--- config.mk ---
export PLATFORM = sky130hd
export DESIGN_NAME = tdec_wrap_crc24_attach
export DESIGN_NICKNAME = d
export VERILOG_FILES = /design/src/rtl/tdec_wrap_crc24_attach.sv
export SDC_FILE = /design/constraint.sdc
export NUM_CORES = 1
export LEC_CHECK = 0
export BUFFER_PORTS_ARGS = -buffer_cell sky130_fd_sc_hd__buf_4
export CAP_MARGIN = 20
export CELL_PAD_IN_SITES_DETAIL_PLACEMENT = 1
export CELL_PAD_IN_SITES_GLOBAL_PLACEMENT = 2
export CORE_ASPECT_RATIO = 1.25
export CORE_MARGIN = 1
export CORE_UTILIZATION = 36
export DETAILED_ROUTE_END_ITERATION = 6
export GPL_ROUTABILITY_DRIVEN = 0
export PLACE_DENSITY_LB_ADDON = 0.1
export SLEW_MARGIN = 20
export SYNTH_ARGS = -nofsm -noshare
export SYNTH_HDL_FRONTEND = slang
export SYNTH_SLANG_ARGS = --single-unit
--- constraint.sdc ---
create_clock -name clk -period 2.6 [get_ports clk]
set_clock_uncertainty 0.1 [all_clocks]
set_input_delay 0.65 -clock clk [delete_from_list [all_inputs] [get_ports clk]]
set_output_delay 0.65 -clock clk [all_outputs]
set_load 0.005 [all_outputs]
--- src/rtl/tdec_wrap_crc24_attach.sv ---
// tdec_wrap_crc24_attach: passes payload bytes through and appends a CRC-24B (0x800063, MSB first) as three trailing bytes
// Ports:
//   clk, rst                       clock, asynchronous active-high reset
//   in_vld/in_rdy/in_dat/in_last   payload byte stream, in_dat[7] first on the line
//   out_vld/out_rdy/out_dat        output byte stream through a single register
//   out_last                       final byte of the block (third CRC byte)
//   out_crc                        out_dat carries a CRC byte
module tdec_wrap_crc24_attach #(
    parameter logic [23:0] CRC_INIT = 24'h000000
) (
    input  logic       clk,
    input  logic       rst,
    input  logic       in_vld,
    output logic       in_rdy,
    input  logic [7:0] in_dat,
    input  logic       in_last,
    output logic       out_vld,
    input  logic       out_rdy,
    output logic [7:0] out_dat,
    output logic       out_last,
    output logic       out_crc
);
    localparam logic [2:0] IDLE = 3'd0;
    localparam logic [2:0] DATA = 3'd1;
    localparam logic [2:0] CRC0 = 3'd2;
    localparam logic [2:0] CRC1 = 3'd3;
    localparam logic [2:0] CRC2 = 3'd4;
    logic [2:0]  state;
    logic [23:0] crc;
    logic [23:0] crc_nxt;
    logic        free;
    logic        in_fire;
    logic        crc_load;
    assign free     = !out_vld || out_rdy;
    assign in_rdy   = (state == IDLE || state == DATA) && free;
    assign in_fire  = in_vld && in_rdy;
    assign crc_load = (state == CRC0 || state == CRC1 || state == CRC2) && free;
    // eight serial LFSR steps unrolled into one combinational update, bit 7 first
    always_comb begin
        crc_nxt = crc;
        for (int i = 7; i >= 0; i--)
            crc_nxt = {crc_nxt[22:0], 1'b0} ^ ((crc_nxt[23] ^ in_dat[i]) ? 24'h800063 : 24'h000000);
    end
    always_ff @(posedge clk or posedge rst) begin
        if (rst) begin
            state    <= IDLE;
            crc      <= CRC_INIT;
            out_vld  <= 1'b0;
            out_dat  <= 8'h00;
            out_last <= 1'b0;
            out_crc  <= 1'b0;
        end else if (in_fire) begin
            out_vld  <= 1'b1;
            out_dat  <= in_dat;
            out_last <= 1'b0;
            out_crc  <= 1'b0;
            crc      <= crc_nxt;
            state    <= in_last ? CRC0 : DATA;
        end else if (crc_load) begin
            out_vld  <= 1'b1;
            out_crc  <= 1'b1;
            out_dat  <= state == CRC0 ? crc[23:16] : state == CRC1 ? crc[15:8] : crc[7:0];
            out_last <= state == CRC2;
            state    <= state == CRC0 ? CRC1 : state == CRC1 ? CRC2 : IDLE;
            crc      <= state == CRC2 ? CRC_INIT : crc;
        end else if (out_rdy) begin
            out_vld  <= 1'b0;
        end
    end
endmodule

== Yosys cells after proc, flatten, opt, wreduce, memory -nomap -nowiden ==
Index checks and enable logic that the tools add are counted.
Word-level totals
  register bits: 38
  latch bits: 0
  RAM bits: 0
  bits in read-only memories: 0
  bits of input ports: 13
  output and inout bits: 12
  logic and storage cells: 66
  memories kept: 0
Cells by class
  $add $sub $neg: 0
  multiply operators: 0
  divide/modulo/power cells: 0
  magnitude comparators: 0
  equality and inequality tests: 4
  shift operators: 0
  muxes and demuxes: 27
  bitwise operators: 16
  reductions and logical operators: 13
Operator list (count)
  $mux 24: 11
  $xor 24x24->24: 8
  $mux 8: 4
  $mux 3: 4
  $xor 1x1->1: 8
  $mux 1: 7
  $eq 3x2->1 const B: 2
  $logic_or 1x1->1: 4
  $reduce_bool 2->1: 2
  $eq 3x1->1 const B: 1
  $eq 3x3->1 const B: 1
  $logic_and 1x1->1: 3
  $logic_not 3->1: 1
  $reduce_bool 3->1: 1
  $mux 2: 1
  $reduce_and 2->1: 1
  $logic_not 1->1: 1

== Logic depth before layout (Yosys ltp) ==
  depth after elaboration: 25
  depth in mapped cells: 8
  mapped depth without buffers: 5

== Worst setup path after synthesis ==
No wires, ideal clock.
  path kind: input-to-reg
  start: input port in_dat[6]
  end: register crc[5]
  library setup time: 0.074 ns
  arrival: 1.799 ns
  required time: 2.426 ns
  slack: 0.627 ns
  cell stages on the path: 5
  path buffers: 0
  cells stage by stage: xnor2_1 > xnor2_1 > xnor2_2 > xnor3_1 > o21ai_2
Between the ends
  word-level cells in the longest chain between the ends: 22
RTL lines
  from (decl): RTL line 15  | input logic [7:0] in_dat,
  $xor 1x1->1 *: RTL line 42  | crc_nxt = {crc_nxt[22:0], 1'b0} ^ ((crc_nxt[23] ^ in_dat[i]) ? 24'h800063 : 24'h000000);
  $mux 24 *: RTL line 42
  $xor 24x24->24 *: RTL line 42
  $xor 1x1->1 *: RTL line 42
  $mux 24 *: RTL line 42
  $xor 24x24->24 *: RTL line 42
  $xor 1x1->1: RTL line 42
  $mux 24: RTL line 42
  [... 6 more ...]
  $xor 24x24->24 *: RTL line 42
  $xor 1x1->1: RTL line 42
  $mux 24: RTL line 42
  $xor 24x24->24 *: RTL line 42
  $xor 1x1->1: RTL line 42
  $mux 24: RTL line 42
  $xor 24x24->24 *: RTL line 42
  $mux 24 *: RTL line 52  | end else if (in_fire) begin
  to (signal assigned): RTL line 57  | crc <= crc_nxt;
  to (signal assigned): RTL line 65  | crc <= state == CRC2 ? CRC_INIT : crc;
  to (decl): RTL line 29  | logic [23:0] crc;
Every way passes the cells marked *; elsewhere a longest branch is shown, timed or not.
A chain may end at the register's enable or synchronous reset.

== Worst setup path in the final report ==
  start: input port in_dat[5]
  end: register crc[5]
Between the ends
  word-level cells in the longest chain between the ends: 19
RTL lines (RTL line)
  $xor 1x1->1 *: 42
  $mux 24 *: 42
  $xor 24x24->24 *: 42
  $xor 1x1->1: 42
  $mux 24: 42
  $xor 24x24->24 *: 42
  $xor 1x1->1: 42
  $mux 24: 42
  [... 3 more ...]
  $xor 24x24->24 *: 42
  $xor 1x1->1: 42
  $mux 24: 42
  $xor 24x24->24 *: 42
  $xor 1x1->1: 42
  $mux 24: 42
  $xor 24x24->24 *: 42
  $mux 24 *: 52
Marked as above.

==> metrics.cfg <==
[timing]
setup_viol = 0
fin_crit_sh_pct = 77.7
setup_tns_ps = 0
slew_headroom_pct = 66.6
slew_violations = 0
hold_viol = 0
fin_crit_ps = 2020
worst_pin_slew_ps = 500
rsz0062_at_grt = no
fmax_mhz = 495

[worst_setup_path]
cp-end-kind = register
rr_startpoint = crc[21]$_DFFE_PP0P_
critPathRequiredTime_ps = 2720
arrival_ps = 2140
cpPeakStageDelay_ps = 450
worstSetupStartpointType = input pin
critical_path.most_common_cell = xnor2_1
slowest_stage = xnor3_1
path_cells = buf_4 > xnor2_1 > xnor2_1 > xnor2_2 > xnor3_1 > o21ai_2
critPathLaunch = in_dat[5]
cp_max_fo = 3
critPathKind = input pin to register

[drt]
drt-pass1-iter-count = 4
routedWlPerCell_um = 16.6
drc = 0
antenna_left = 0
num_vias = 1473
viasPerCell = 5.30
routed_wl_um = 4620
drtIter0Drc = 45

[finish]
final-seq-area_um2 = 951
num_antenna_cells = 0
fin_area_um2 = 2310
multi_input_area_um2 = 891
drive_gt1_share_pct = 22.7
nets = 228
fill_cells = 573
syn_to_final_growth_pct = 21.7

[yosys]
netlist-cell-type-count = 32
ys_ff_latch = 38
synthCells = 185
syn_nets = 198
synth_top_area_share_pct = 50.1
yosys-top-cells-area = dfrtp_1 (50%), xnor2_1 (5.5%), a22o_1 (5.1%), a21oi_1 (4.5%), mux2i_1 (4.2%)
yosysTopAreaCell = dfrtp_1
ys_warn_count = 0
synth_area_um2 = 1900
syn_area_per_cell_um2 = 10.3
synth-seq-area-share_pct = 50.1

[clock_tree]
cts_setup_buffers = 0
path_clk_slew_ps = 80
clk_latency_ps = 290
cts-buffers-inserted = 5
ctsResizeCount = 0
htreeDepth = 2
cts.hold.buffers_added = 0
clock_path_buffers = 2
root_buffer = clkbuf_8
cts.sinks = 38
cts_tree = yes

[power]
p_total_uw = 3250
powerDensity_nw_per_um2 = 1410
ir_worst_vdd_uv = 476
p_leak_uw = 0.00104

[floorplan]
fp.dieArea_um2 = 5570
die_w_um = 66.9
num_rows = 29
core_um2 = 5080
die_h_um = 83.2
ios = 25
initial_utilization_pct = 37.3

[placement]
dp_hpwl_um = 3200
port_buffers = 24
placedInstanceArea_um2 = 2200

[run_status]
status = finished clean

[global_routing]
grt_overflow = 0
grt_max_degree = 39
first_global_vias = 1534
grt_pass1_wl_um = 7690
grt_usage_pct = 18.9
antenna_found_initial = 0

[run]
drv_cap = 0

[min_path]
min_path_type = input pin to async pin

[synthesized netlist by cell type]
| library cell | number |
|---|---|
| a211oi_1 | 8 |
| a21oi_1 | 17 |
| a22o_1 | 11 |
| a22o_2 | 1 |
| a31oi_1 | 1 |
| a41oi_1 | 1 |
| buf_1 | 1 |
| buf_2 | 3 |
| buf_4 | 1 |
| clkbuf_1 | 6 |
| dfrtp_1 | 38 |
| inv_1 | 3 |
| mux2_2 | 1 |
| mux2i_1 | 8 |
| nand2_1 | 15 |
| nand2b_1 | 1 |
| nor2_1 | 21 |
| nor2_4 | 1 |
| nor2b_1 | 3 |
| nor3_1 | 1 |
| nor3b_1 | 1 |
| o21a_1 | 1 |
| o21ai_0 | 14 |
| o21ai_1 | 1 |
| o21ai_2 | 1 |
| o22ai_1 | 1 |
| or3b_2 | 1 |
| xnor2_1 | 12 |
| xnor2_2 | 1 |
| xnor3_1 | 1 |
| xor2_1 | 8 |
| xor3_1 | 1 |
[path summary, 6_finish.rpt]
| check | end | slack [ps] | cells past startpoint |
|---|---|---|---|
| min in group clk | out_crc$_DFFE_PP0P_ | 410 | 2 |
| max in group asynchronous | crc[11]$_DFFE_PP0P_ | 1680 | 3 |
| setup reg to reg | crc[5]$_DFFE_PP0P_ | 610 | 5 |
| setup / recovery | crc[5]$_DFFE_PP0P_ | 580 | 6 |
| hold / removal | state[1]$_DFFE_PP0P_ | 370 | 3 |
| hold reg to reg | out_crc$_DFFE_PP0P_ | 410 | 2 |
[layer usage]
layer / global-route usage, % / vias up / wire, um
met5: 0 / - / 0
met4: 6.38 / 0 / 66
li1: - / 699 / -
met3: 4.40 / 7 / 162
met1: 25.7 / 743 / 2160
met2: 28.9 / 24 / 2230
[layout make-up]
cell class | count | area share, %
timing repair buffer | 34 | 11.6
multi-input combinational | 133 | 38.6
sequential | 38 | 41.2
tap | 62 | 3.36
clock buffer | 8 | 4.77
inverter | 3 | 0.488
[report_power, final]
group / internal [uW] / switching (uW) / total [uW]
Sequential: 851 / 208 / 1060
Combinational: 850 / 860 / 1710
Clock: 268 / 211 / 478
Total: 1970 / 1280 / 3250
[sequential cells by signal (all words and copies together), names as in the netlist]
signal,count
out_vld,1
state,3
crc,24
out_crc,1
out_last,1
out_dat,8
[worst max-delay path, delay by kind of cell]
family,cells,cell delay [ps]
xor gates and xnor gates,4,1240
buffers and inverters,1,120
AOI/OAI and AO/OA,1,130
[kinds of logic (layout without fill, tap and decap cells)]
kind of cell	after synthesis	after routing	share of synthesized area [%]
xor+xnor	23	23	12.5
compound gates	57	57	19.2
buf+inv	14	45	3.17
simple gates	44	44	10.2
mux	9	9	4.82
flops	38	38	50.1
[through the flow]
| stage | hold WS (ps) | cells | setup slack [ps] | util [%] |
|---|---|---|---|---|
| after floorplan | 371 | 185 | 627 | - |
| after global placement | 380 | 270 | 299 | 43.3 |
| after detailed placement | 396 | 270 | 222 | 43.3 |
| after CTS | 399 | 278 | 522 | 45.4 |
| after global routing | 432 | 278 | 478 | 45.4 |
| final | 372 | 278 | 579 | 45.4 |
[placed cells by master, fill, tap and decap left out, types with 3 or more instances in the layout]
cell type / synthesis / final
dfrtp_1: 38 / 38
o21ai_0: 14 / 14
nor2_1: 21 / 21
xor2_1: 8 / 8
nand2_1: 15 / 15
xnor2_1: 12 / 12
inv_1: 3 / 3
a22o_1: 11 / 11
a21oi_1: 17 / 17
a211oi_1: 8 / 8
buf_4: 1 / 33
mux2i_1: 8 / 8
nor2b_1: 3 / 3
clkbuf_8: 0 / 8
Power figures use the tool's default switching activity.
